--- src/rtl/clock_pkg.sv ---
// Shared encodings for the clock mode/set controller: mode values and
// the per-field blink masks used by the display driver.
package clock_pkg;

    typedef enum logic [1:0] {
        MODE_RUN      = 2'd0,
        MODE_SET_HOUR = 2'd1,
        MODE_SET_MIN  = 2'd2,
        MODE_SET_SEC  = 2'd3
    } mode_e;

    localparam logic [2:0] MASK_HOUR = 3'b100;
    localparam logic [2:0] MASK_MIN  = 3'b010;
    localparam logic [2:0] MASK_SEC  = 3'b001;
    localparam logic [2:0] MASK_NONE = 3'b000;

    function automatic logic [2:0] field_mask(input mode_e m);
        logic [2:0] r;
        r = MASK_NONE;
        case (m)
            MODE_SET_HOUR: r = MASK_HOUR;
            MODE_SET_MIN:  r = MASK_MIN;
            MODE_SET_SEC:  r = MASK_SEC;
            default:       r = MASK_NONE;
        endcase
        return r;
    endfunction

    function automatic mode_e next_mode(input mode_e m);
        mode_e r;
        r = MODE_RUN;
        case (m)
            MODE_RUN:      r = MODE_SET_HOUR;
            MODE_SET_HOUR: r = MODE_SET_MIN;
            MODE_SET_MIN:  r = MODE_SET_SEC;
            default:       r = MODE_RUN;
        endcase
        return r;
    endfunction

endpackage

--- src/rtl/clock_set_ctrl_key_repeat.sv ---
// Edge detect plus hold/auto-repeat timer for one debounced key. strobe is
// combinational (press or repeat) and is suppressed whenever cancel is high.
module key_repeat #(
    parameter int HOLD_CYCLES   = 25000000,
    parameter int REPEAT_CYCLES = 5000000
) (
    input  logic clk,
    input  logic rst,
    input  logic key,
    input  logic rpt_en,
    input  logic cancel,
    output logic strobe,
    output logic holding
);
    import clock_pkg::*;

    localparam int CMAX = (HOLD_CYCLES > REPEAT_CYCLES) ? HOLD_CYCLES : REPEAT_CYCLES;
    localparam int CW   = $clog2(CMAX + 1);

    logic          key_q;
    logic          holding_q, holding_d;
    logic [CW-1:0] cnt_q, cnt_d;
    logic          press, fire;

    assign press   = key & ~key_q;
    assign fire    = holding_q & key & (cnt_q == '0);
    assign strobe  = (press | fire) & ~cancel;
    assign holding = holding_q;

    // Down-counter reaches zero on the cycle a repeat strobe is due; the
    // press cycle itself counts as the first held cycle.
    always_comb begin
        holding_d = holding_q;
        cnt_d     = cnt_q;
        if (cancel || !key) begin
            holding_d = 1'b0;
            cnt_d     = '0;
        end else if (press) begin
            holding_d = rpt_en;
            cnt_d     = rpt_en ? CW'(HOLD_CYCLES - 2) : '0;
        end else if (fire) begin
            cnt_d = CW'(REPEAT_CYCLES - 1);
        end else if (holding_q && cnt_q != '0) begin
            cnt_d = cnt_q - 1'b1;
        end
    end

    always_ff @(posedge clk or posedge rst) begin
        if (rst) begin
            key_q     <= 1'b0;
            holding_q <= 1'b0;
            cnt_q     <= '0;
        end else begin
            key_q     <= key;
            holding_q <= holding_d;
            cnt_q     <= cnt_d;
        end
    end

endmodule

--- src/rtl/clock_set_ctrl.sv ---
// Mode/time-set controller: 1 Hz prescaler, RUN/SET mode FSM, adjust
// strobes with auto-repeat on the increment key, and field blink mask.
module clock_set_ctrl #(
    parameter int TICK_DIV      = 50000000,
    parameter int BLINK_DIV     = 12500000,
    parameter int HOLD_CYCLES   = 25000000,
    parameter int REPEAT_CYCLES = 5000000
) (
    input  logic       clk,
    input  logic       rst,
    input  logic       key_mode,
    input  logic       key_inc,
    output logic       cnt_en,
    output logic       adj_min,
    output logic       adj_hour,
    output logic       sec_clr,
    output logic [1:0] mode,
    output logic [2:0] blink_mask
);
    import clock_pkg::*;

    localparam int PW = $clog2(TICK_DIV);
    localparam int BW = (BLINK_DIV > 1) ? $clog2(BLINK_DIV) : 1;
    localparam logic [PW-1:0] TICK_LAST  = PW'(TICK_DIV - 1);
    localparam logic [BW-1:0] BLINK_LAST = BW'(BLINK_DIV - 1);

    mode_e         state_q, state_d;
    logic          mode_key_q;
    logic          mode_press;
    logic          inc_strobe, inc_holding;
    logic [PW-1:0] presc_q, presc_d;
    logic [BW-1:0] blink_cnt_q, blink_cnt_d;
    logic          phase_q, phase_d;
    logic          cnt_en_d, adj_min_d, adj_hour_d, sec_clr_d;
    logic [2:0]    mask_d;
    logic          adj_act;

    assign mode_press = key_mode & ~mode_key_q;
    assign mode       = state_q;

    key_repeat #(
        .HOLD_CYCLES  (HOLD_CYCLES),
        .REPEAT_CYCLES(REPEAT_CYCLES)
    ) u_inc (
        .clk    (clk),
        .rst    (rst),
        .key    (key_inc),
        .rpt_en (state_q == MODE_SET_HOUR || state_q == MODE_SET_MIN),
        .cancel (mode_press),
        .strobe (inc_strobe),
        .holding(inc_holding)
    );

    always_ff @(posedge clk or posedge rst) begin
        if (rst) begin
            state_q <= MODE_RUN;
        end else begin
            state_q <= state_d;
        end
    end

    always_comb begin
        state_d = state_q;
        if (mode_press) begin
            state_d = next_mode(state_q);
        end
    end

    always_comb begin
        presc_d     = '0;
        cnt_en_d    = 1'b0;
        adj_min_d   = 1'b0;
        adj_hour_d  = 1'b0;
        sec_clr_d   = 1'b0;
        blink_cnt_d = blink_cnt_q;
        phase_d     = phase_q;
        adj_act     = inc_strobe && (state_q != MODE_RUN);

        // Prescaler only advances while staying in RUN, so leaving RUN on a
        // tick cycle never produces a tick alongside a SET mode value.
        if (state_q == MODE_RUN && state_d == MODE_RUN) begin
            if (presc_q == TICK_LAST) begin
                cnt_en_d = 1'b1;
            end else begin
                presc_d = presc_q + 1'b1;
            end
        end

        case (state_q)
            MODE_SET_HOUR: adj_hour_d = inc_strobe;
            MODE_SET_MIN:  adj_min_d  = inc_strobe;
            MODE_SET_SEC:  sec_clr_d  = inc_strobe;
            default:       ;
        endcase

        // Blink restarts from the visible phase in RUN, on SET entry and
        // while the operator is adjusting.
        if (state_d == MODE_RUN || state_q == MODE_RUN || adj_act || inc_holding) begin
            blink_cnt_d = '0;
            phase_d     = 1'b0;
        end else if (blink_cnt_q == BLINK_LAST) begin
            blink_cnt_d = '0;
            phase_d     = ~phase_q;
        end else begin
            blink_cnt_d = blink_cnt_q + 1'b1;
        end

        mask_d = field_mask(state_d) & {3{phase_d}};
    end

    always_ff @(posedge clk or posedge rst) begin
        if (rst) begin
            mode_key_q  <= 1'b0;
            presc_q     <= '0;
            blink_cnt_q <= '0;
            phase_q     <= 1'b0;
            cnt_en      <= 1'b0;
            adj_min     <= 1'b0;
            adj_hour    <= 1'b0;
            sec_clr     <= 1'b0;
            blink_mask  <= 3'b000;
        end else begin
            mode_key_q  <= key_mode;
            presc_q     <= presc_d;
            blink_cnt_q <= blink_cnt_d;
            phase_q     <= phase_d;
            cnt_en      <= cnt_en_d;
            adj_min     <= adj_min_d;
            adj_hour    <= adj_hour_d;
            sec_clr     <= sec_clr_d;
            blink_mask  <= mask_d;
        end
    end

endmodule

--- config.mk ---
export PLATFORM = sky130hd
export DESIGN_NAME = clock_set_ctrl
export DESIGN_NICKNAME = d
export VERILOG_FILES = /design/src/rtl/clock_pkg.sv /design/src/rtl/clock_set_ctrl_key_repeat.sv /design/src/rtl/clock_set_ctrl.sv
export SDC_FILE = /design/constraint.sdc
export NUM_CORES = 1
export LEC_CHECK = 0
export ABC_AREA = 1
export CORE_UTILIZATION = 63
export DETAILED_ROUTE_END_ITERATION = 7
export HOLD_SLACK_MARGIN = 0.03
export PLACE_DENSITY = 0.79
export SKIP_LAST_GASP = 1
export SLEW_MARGIN = 20
export SYNTH_ARGS = -nofsm -noshare
export SYNTH_HDL_FRONTEND = slang
export SYNTH_HIERARCHICAL = 1
export SYNTH_SLANG_ARGS = --single-unit
--- constraint.sdc ---
create_clock -name clk -period 2.4 [get_ports clk]
set_input_delay 0.48 -clock clk [delete_from_list [all_inputs] [get_ports clk]]
set_output_delay 0.48 -clock clk [all_outputs]
set_load 0.005 [all_outputs]
==> flow_metrics.py, run 1 <==
metrics = {
    "power": {
        "internal_power_mw": 2.98,
        "p_seq_frac": 0.363,
        "power.leakage_nw": 2.73,
        "powerDensity_nw_per_um2": 851,
        "peakVddDrop_uv": 685,
        "combPwrFrac": 0.406,
        "power_switching_mw": 2.13,
        "p_sw_frac": 0.417,
        "clkPwrFrac": 0.231,
    },
    "detailed_routing": {
        "first_pass_iters": 5,
        "drc": 0,
        "num_vias": 4931,
        "viasPerCell": 5.40,
        "ant_nets": 0,
        "routedWlPerCell_um": 13.8,
        "drtIter0Drc": 325,
        "drt-total-wl_um": 12600,
    },
    "logic_synthesis": {
        "ys_ff_latch": 88,
        "synth_top_family_by_area": "simple AND/OR/NAND/NOR gates",
        "synth_compound_area_frac": 0.0271,
        "synth_edf_count": 0,
        "syn_nets": 789,
        "synth_fa_ha_area_frac": 0.0205,
        "netlist_instances": 776,
        "syn_area_sq_um": 5490,
        "yosysWarnings": 6,
        "postSynthAreaPerCell_sq_um": 7.07,
        "ys_seq_area_frac": 0.401,
        "synth_cell_types": 32,
        "synth_mux_area_frac": 0,
        "ys.flop_type": "dfrtp_1",
        "synth_xor_area_frac": 0.0575,
        "async_flop_share": 1.00,
        "synth-simple-area-share": 0.420,
    },
    "clocking": {
        "cts_made_buffers": 9,
        "ctsHtreeMaxLevel": 3,
        "clockBufferDepth": 2,
        "cts_resized": 0,
        "clock_sinks": 88,
        "worstSkewPairLatency_ns": 0.36,
        "clkTransAtPathRegs_ns": 0.09,
        "cts_tree": "built",
        "ctsHoldBuffers": 0,
        "post_cts_buffers": 0,
        "cts-root-buf": "clkbuf_8",
    },
    "worst_setup_path": {
        "start_kind": "flop",
        "cp-end-kind": "flop",
        "required_ns": 2.64,
        "cp.arrival_ns": 2.45,
        "crit_type": "reg -> reg",
        "cp_max_fo": 11,
    },
    "global_route": {
        "antenna_found_initial": 0,
        "overflow": 0,
        "track_usage": 0.303,
        "first_global_vias": 4556,
        "grt_pass1_wl_um": 21000,
        "grt_max_degree": 62,
    },
    "die": {
        "die_area_sq_um": 9080,
        "coreArea_sq_um": 8340,
        "row_count": 33,
        "dieHeight_um": 95.3,
        "die_w_um": 95.3,
        "io_pins": 13,
        "start_util": 0.658,
    },
    "place": {
        "dp_hpwl_um": 9480,
        "pre_cts_slack_ns": 0.00120,
        "globalplace.congestion": 0.928,
        "port_buffers": 12,
    },
    "worst_hold_path": {
        "hp-class": "reg -> reg",
    },
    "cells_and_area": {
        "syn2layout_area_growth_pct": 9.60,
        "nets": 816,
        "antenna_cells": 0,
        "drive_gt1_frac": 0.108,
    },
    "status": {
        "status": "completed",
    },
    "sta": {
        "period_share": 0.922,
        "worst_slew_pin_slew_ns": 0.625,
        "maxSlewHeadroom": 0.583,
        "finalMaxSlewViolations": 0,
        "finalCriticalPeriod_ns": 2.21,
        "clock_skew_ns": 0.00921,
        "hold_violations": 0,
        "grt_setup_unrepaired": "false",
        "tns_ns": 0,
        "finalWorstSetupSlack_ns": 0.188,
        "setup_viol": 0,
        "timing.fmax_mhz": 452,
    },
    "job": {
        "cap_viol_max_count": 0,
    },
}
## power groups by stage
| stage | clock, mW | combinational (mW) | sequential [mW] |
|---|---|---|---|
| 2_1_floorplan | 0 | 1.63 | 1.82 |
| 6_report | 1.18 | 2.08 | 1.86 |
| 3_3_place_gp | 0 | 2.01 | 1.87 |
| 4_1_cts | 1.19 | 2.07 | 1.85 |
| 5_1_grt | 1.26 | 2.34 | 1.88 |
| 3_5_place_dp | 0 | 2.05 | 1.88 |
## state kept, by name, summed over array words and instances (netlist names), 2 cells and up
name and flops:
mode 2, presc_q 26, blink_mask 3, u_inc/cnt_q 25, blink_cnt_q 24
## critical path: stages, from the launching register on
cell and delay, ns:
dfrtp_1 0.45, nor2_2 0.23, nand2_2 0.14, nor2_4 0.21
nand4_4 0.13, nand2_4 0.08, inv_2 0.05, nor2_1 0.13
nor3_1 0.09, nand2_2 0.10, clkinv_1 0.09, nand2_1 0.29
nor2_1 0.10
## metal layers
layer | wire length (um) | vias up | global-route usage
met1 | 5310 | 2262 | 0.384
met5 | 0 | - | 0
met2 | 6170 | 192 | 0.499
li1 | - | 2442 | -
met3 | 738 | 35 | 0.0558
met4 | 406 | 0 | 0.144
## stage by stage
step	utilization	hold slack [ns]	instances	cell area, sq um	power [mW]
after floorplan	-	0.430	776	5490	3.45
after global placement	0.693	0.454	897	5780	3.88
after detailed placement	0.693	0.462	897	5780	3.93
after CTS	0.721	0.474	913	6010	5.12
after global routing	0.721	0.493	913	6010	5.48
final	0.721	0.469	913	6010	5.12
## cell type report
| class | count | area, sq um |
|---|---|---|
| multi-input combinational | 587 | 2880 |
| fill | 696 | 2330 |
| sequential | 88 | 2200 |
| inverter | 95 | 357 |
| timing repair buffer | 22 | 208 |
| clock buffer | 12 | 155 |
| tap | 105 | 131 |
| clock inverter | 4 | 76.3 |
## cells by family after synthesis
family                     count (synthesis)
buffers and inverters                    101
adders and majority gates                  9
xor gates and xnor gates                  36
and+or+nand+nor                          514
DFF                                       88
AOI/OAI and AO/OA                         28
## Yosys cell counts, types with 2 or more instances
| cell type | number | area, sq um |
|---|---|---|
| nand2_2 | 17 | 106 |
| nor3_1 | 11 | 55.1 |
| nor2_1 | 154 | 578 |
| buf_2 | 2 | 10.0 |
| xnor2_1 | 15 | 131 |
| nand3_1 | 56 | 280 |
| o21ai_1 | 7 | 35.0 |
| o211ai_1 | 2 | 15.0 |
| ha_1 | 9 | 113 |
| a21oi_1 | 7 | 35.0 |
| buf_6 | 2 | 22.5 |
| nand4_1 | 12 | 75.1 |
| nand3_2 | 4 | 40.0 |
| nor2_4 | 12 | 135 |
| dfrtp_1 | 88 | 2200 |
| xor2_1 | 21 | 184 |
| inv_1 | 89 | 334 |
| o21ai_0 | 10 | 50.1 |
| nand2_1 | 224 | 841 |
| inv_2 | 5 | 18.8 |
| nor2_2 | 18 | 113 |
## cell usage in the layout (no fill, tap or decap)
cell type	synthesis	routed
a21oi_1	7	7
xor2_1	21	21
nor2_1	154	154
nand2_1	224	224
ha_1	9	9
nand4_1	12	12
nor2_8	1	1
nor3_1	11	11
o21ai_0	10	10
buf_12	0	1
clkbuf_1	0	1
nor2_4	12	12
o211ai_1	2	2
o21ai_1	7	7
nand4_2	1	1
inv_2	5	6
dfrtp_1	88	88
o22ai_1	1	1
clkdlybuf4s50_1	0	12
clkbuf_8	0	11
buf_4	1	9
clkinv_1	1	1
xnor2_1	15	15
nor3b_1	1	1
nand3_1	56	56
clkinv_4	0	1
a21o_1	1	1
nand2_4	1	1
nand4_4	1	1
nor3_2	1	1
bufinv_16	0	2
nand2_2	17	17
inv_1	89	88
nand3_2	4	4
clkinvlp_4	0	1
nor2_2	18	18
## final timing paths
path | start | to | slack (ns) | cells past startpoint
setup reg to reg | u_inc/cnt_q[6]$_DFFE_PP0P_ | blink_cnt_q[18]$_DFF_PP0_ | 0.19 | 12
hold reg to reg | presc_q[0]$_DFF_PP0_ | presc_q[0]$_DFF_PP0_ | 0.47 | 1
max in group asynchronous | rst | u_inc/cnt_q[19]$_DFFE_PP0P_ | 1.59 | 3
setup / recovery | u_inc/cnt_q[6]$_DFFE_PP0P_ | blink_cnt_q[18]$_DFF_PP0_ | 0.19 | 12
hold / removal | presc_q[0]$_DFF_PP0_ | presc_q[0]$_DFF_PP0_ | 0.47 | 1
min in group asynchronous | rst | blink_cnt_q[21]$_DFF_PP0_ | 0.52 | 3
Note: power is estimated with default switching activity, not from simulation.
==> inputs of run 2 (changes only) <==
- clock period: 2.4 -> 2.26 ns (I/O delays scaled with it)
==> flow_metrics.py, run 2 (synthesis gave the netlist of run 1 again) <==
metrics = {
    "status": {
        "status": "completed",
    },
    "power": {
        "peakVddDrop_uv": 854,
        "powerDensity_nw_per_um2": 891,
        "power.leakage_nw": 2.75,
        "total_power_mw": 5.39,
    },
    "clocking": {
        "cts_made_buffers": 9,
        "cts-root-buf": "clkbuf_8",
        "ctsHtreeMaxLevel": 3,
        "worstSkewPairLatency_ns": 0.37,
        "clkTransAtPathRegs_ns": 0.09,
        "clockBufferDepth": 2,
        "clock_sinks": 88,
        "cts_tree": "built",
        "ctsHoldBuffers": 0,
    },
    "worst_setup_path": {
        "cp.arrival_ns": 2.32,
        "cp-end-kind": "flop",
        "start_kind": "flop",
        "required_ns": 2.51,
        "crit_type": "reg -> reg",
        "cp_max_fo": 11,
    },
    "detailed_routing": {
        "viasPerCell": 5.30,
        "ant_nets": 0,
        "routedWlPerCell_um": 13.6,
        "num_vias": 4879,
        "drtIter0Drc": 189,
        "first_pass_iters": 5,
        "drt-total-wl_um": 12500,
        "drc": 0,
    },
    "cells_and_area": {
        "syn2layout_area_growth_pct": 10.3,
        "final_cell_mix": "nand2_1 (224), nor2_1 (153), inv_1 (88), dfrtp_1 (88), nand3_1 (56)",
        "nets": 823,
        "drive_gt1_frac": 0.118,
        "final_cells": 920,
        "antenna_cells": 0,
        "final_common_cell": "nand2_1",
        "largestRegisters": "presc_q: 26 flops, u_inc/cnt_q: 25 flops, blink_cnt_q: 24 flops",
        "largest_reg_flops": 26,
        "top_register": "presc_q",
        "fillers": 665,
    },
    "place": {
        "dp_hpwl_um": 9420,
        "numPlacedInstances": 903,
        "globalplace.congestion": 0.939,
        "port_buffers": 12,
    },
    "sta": {
        "grt_setup_unrepaired": "false",
        "setup_viol": 0,
        "finalCriticalPeriod_ns": 2.07,
        "finalMaxSlewViolations": 0,
        "tns_ns": 0,
        "timing.fmax_mhz": 483,
        "clock_skew_ns": 0.0125,
        "hold_violations": 0,
        "maxSlewHeadroom": 0.741,
        "period_share": 0.916,
        "worst_slew_pin_slew_ns": 0.386,
    },
    "global_route": {
        "grt_max_degree": 62,
        "track_usage": 0.305,
        "overflow": 0,
        "grt_pass1_wl_um": 21200,
        "first_global_vias": 4748,
        "antenna_found_initial": 0,
    },
    "die": {
        "io_pins": 13,
        "coreArea_sq_um": 8340,
        "dieHeight_um": 95.3,
        "row_count": 33,
        "start_util": 0.658,
        "die_w_um": 95.3,
        "die_area_sq_um": 9080,
    },
    "worst_hold_path": {
        "hp-class": "reg -> reg",
    },
    "job": {
        "cap_viol_max_count": 0,
    },
}
run 2: changes by cell type in the layout (fill, tap and decap cells not counted):
cell        previous run  this run
bufinv_16              2         1
nor2_1               154       153
inv_6                  0         1
clkbuf_1               1         0
buf_4                  9        15
nor2_2                18        19
clkinv_2               0         1
buf_12                 1         2
clkbuf_8              11         9
clkinvlp_4             1         2
inv_8                  0         1
run 2: worst paths after layout:
| check | start | to | cells after the start | slack (ns) |
|---|---|---|---|---|
| max in group asynchronous | rst | u_inc/cnt_q[23]$_DFFE_PP0P_ | 3 | 1.49 |
| hold / removal | presc_q[0]$_DFF_PP0_ | presc_q[0]$_DFF_PP0_ | 1 | 0.47 |
| setup reg to reg | u_inc/cnt_q[1]$_DFFE_PP0P_ | blink_cnt_q[15]$_DFF_PP0_ | 16 | 0.19 |
| hold reg to reg | presc_q[0]$_DFF_PP0_ | presc_q[0]$_DFF_PP0_ | 1 | 0.47 |
| setup / recovery | u_inc/cnt_q[1]$_DFFE_PP0P_ | blink_cnt_q[15]$_DFF_PP0_ | 16 | 0.19 |
| min in group asynchronous | rst | blink_cnt_q[7]$_DFF_PP0_ | 3 | 0.48 |
run 2: final cells by class:
type	count	area (sq um)	share of cell area
clock buffer	9	124	0.0205
clock inverter	7	78.8	0.0130
inverter	95	357	0.0589
multi-input combinational	587	2890	0.477
sequential	88	2200	0.364
tap	105	131	0.0217
timing repair buffer	29	273	0.0451
run 2: metrics by stage:
step	area, sq um	hold slack [ns]	util	worst slack (ns)
3_3_place_gp	5840	0.446	0.700	0.0848
2_1_floorplan	5490	0.430	-	0.246
5_1_grt	6050	0.496	0.725	0.0251
3_5_place_dp	5840	0.461	0.700	0.0483
4_1_cts	6040	0.474	0.724	0.140
6_report	6050	0.470	0.725	0.191
run 2: routing by layer:
layer	track usage	part of all wire	vias up
li1	-	-	2462
met2	0.515	0.49	153
met3	0.0694	0.053	42
met4	0.146	0.037	0
met1	0.365	0.42	2222
met5	0	0	-
run 2: power by group:
part	switching, mW	internal (mW)
combinational	1.47	0.823
sequential	0.231	1.73
clock	0.607	0.522
total	2.31	3.08
run 2: worst max-delay path, cell delays in order, from the launching register on:
cell,delay (ns)
dfrtp_1,0.40
inv_1,0.10
ha_1,0.14
inv_1,0.04
nor2_1,0.09
nand2_1,0.10
nor2_4,0.17
nand4_4,0.13
nand2_4,0.08
inv_2,0.04
nor2_2,0.10
nor3_1,0.09
nand2_2,0.10
clkinv_1,0.09
nand2_1,0.11
buf_12,0.13
nor2_1,0.05
run 2: repair_timing:
action / in CTS / in global routing
resized for setup: 0 / 1
buffers inserted: 0 / 1
setup endpoints to repair: 0 / 11
==> inputs of run 3 (changes only) <==
- PLACE_DENSITY: 0.79 -> 0.87
==> flow_metrics.py, run 3 (synthesis gave the netlist of run 1 again) <==
metrics = {
    "status": {
        "status": "completed",
    },
    "die": {
        "coreArea_sq_um": 8340,
        "start_util": 0.658,
        "die_area_sq_um": 9080,
        "die_w_um": 95.3,
        "dieHeight_um": 95.3,
        "row_count": 33,
        "io_pins": 13,
    },
    "worst_setup_path": {
        "required_ns": 2.50,
        "path_cells": "inv_1, ha_1, inv_1, nor2_1, nand2_1, nor2_4, nand4_4, nand2_4, inv_2, nor2_1, nor3_1, nand2_2, clkinv_1, nand2_1, buf_12, nor2_1",
        "worst-path-buf-inv": 5,
        "path_common_cell": "nor2_1",
        "cp.arrival_ns": 2.31,
        "cpPeakStageDelay_ns": 0.38,
        "cp-end-kind": "flop",
        "cp_top_family": "simple AND/OR/NAND/NOR gates",
        "slowest_stage": "dfrtp_1",
        "crit_type": "reg -> reg",
        "cp_max_fo": 11,
        "start_kind": "flop",
    },
    "place": {
        "globalplace.congestion": 1.00,
        "numPlacedInstances": 901,
        "pre_cts_slack_ns": 0.0167,
        "port_buffers": 12,
        "dp_hpwl_um": 9660,
    },
    "sta": {
        "setup_viol": 0,
        "period_share": 0.914,
        "grt_setup_unrepaired": "false",
        "clock_skew_ns": 0.0156,
        "timing.fmax_mhz": 484,
        "finalWorstSetupSlack_ns": 0.195,
        "hold_violations": 0,
        "worst_slew_pin_slew_ns": 0.508,
        "maxSlewHeadroom": 0.661,
        "tns_ns": 0,
        "finalMaxSlewViolations": 0,
        "finalCriticalPeriod_ns": 2.06,
    },
    "clocking": {
        "clkTransAtPathRegs_ns": 0.09,
        "cts_tree": "built",
        "post_cts_buffers": 0,
        "cts_resized": 0,
        "clockBufferDepth": 2,
        "cts_made_buffers": 9,
        "cts-root-buf": "clkbuf_8",
        "ctsHoldBuffers": 0,
        "worstSkewPairLatency_ns": 0.36,
        "ctsHtreeMaxLevel": 3,
        "clock_sinks": 88,
    },
    "job": {
        "cap_viol_max_count": 0,
    },
    "cells_and_area": {
        "final_cells": 917,
        "nets": 820,
        "antenna_cells": 0,
        "top_register": "presc_q",
        "drive_gt1_frac": 0.111,
        "syn2layout_area_growth_pct": 10.0,
        "final_common_cell": "nand2_1",
        "final_cell_mix": "nand2_1 (224), nor2_1 (154), inv_1 (88), dfrtp_1 (88), nand3_1 (56)",
        "fillers": 651,
        "largest_reg_flops": 26,
        "largestRegisters": "presc_q: 26 flops, u_inc/cnt_q: 25 flops, blink_cnt_q: 24 flops",
    },
    "global_route": {
        "first_global_vias": 4853,
        "antenna_found_initial": 0,
        "track_usage": 0.308,
        "grt_pass1_wl_um": 21600,
        "overflow": 0,
        "grt_max_degree": 28,
    },
    "power": {
        "p_sw_frac": 0.425,
        "p_seq_frac": 0.368,
        "power.leakage_nw": 2.74,
        "powerDensity_nw_per_um2": 887,
        "clkPwrFrac": 0.208,
        "peakVddDrop_uv": 960,
        "internal_power_mw": 3.08,
        "combPwrFrac": 0.424,
        "power_switching_mw": 2.27,
    },
    "detailed_routing": {
        "routedWlPerCell_um": 13.9,
        "viasPerCell": 5.44,
        "drtIter0Drc": 315,
        "num_vias": 4990,
        "drc": 0,
        "first_pass_iters": 5,
        "drt-total-wl_um": 12700,
        "ant_nets": 0,
    },
    "worst_hold_path": {
        "hp-class": "in -> async",
    },
}
## run 3: worst paths after layout
| check | start | endpoint | slack [ns] | depth (start not counted) |
|---|---|---|---|---|
| worst max register to register | u_inc/cnt_q[0]$_DFFE_PP0P_ | blink_cnt_q[5]$_DFF_PP0_ | 0.20 | 16 |
| worst min register to register | presc_q[0]$_DFF_PP0_ | presc_q[0]$_DFF_PP0_ | 0.47 | 1 |
| worst max-delay path | u_inc/cnt_q[0]$_DFFE_PP0P_ | blink_cnt_q[5]$_DFF_PP0_ | 0.20 | 16 |
| min in group clk | presc_q[0]$_DFF_PP0_ | presc_q[0]$_DFF_PP0_ | 0.47 | 1 |
| max in group asynchronous | rst | presc_q[13]$_DFF_PP0_ | 1.29 | 3 |
| worst min-delay path | rst | blink_cnt_q[2]$_DFF_PP0_ | 0.46 | 2 |
## run 3: final cells by class
cell class | count | area, sq um | area share
timing repair buffer | 26 | 263 | 0.0435
inverter | 95 | 357 | 0.0591
sequential | 88 | 2200 | 0.365
clock inverter | 4 | 53.8 | 0.00892
multi-input combinational | 587 | 2880 | 0.478
clock buffer | 12 | 145 | 0.0241
tap | 105 | 131 | 0.0218
## run 3: power by group through the flow
stage | clock network (mW) | registers (mW) | logic, mW
finish | 1.11 | 1.97 | 2.27
global route | 1.19 | 1.99 | 2.53
CTS | 1.13 | 1.96 | 2.23
detailed placement | 0 | 1.99 | 2.23
global placement | 0 | 1.98 | 2.15
floorplan | 0 | 1.93 | 1.73
## run 3: metrics by stage
step	hold WS [ns]	total power [mW]	instance area, sq um	utilization
2_1_floorplan	0.430	3.66	5490	-
3_3_place_gp	0.448	4.13	5840	0.700
3_5_place_dp	0.453	4.22	5840	0.700
4_1_cts	0.462	5.33	6030	0.724
5_1_grt	0.495	5.71	6030	0.724
6_report	0.463	5.35	6030	0.724
## run 3: routing by layer
| metal | vias up | share of wire | GRT usage |
|---|---|---|---|
| li1 | 2451 | - | - |
| met1 | 2309 | 0.43 | 0.393 |
| met2 | 188 | 0.48 | 0.505 |
| met3 | 42 | 0.061 | 0.0662 |
| met4 | 0 | 0.030 | 0.134 |
| met5 | - | 0 | 0 |
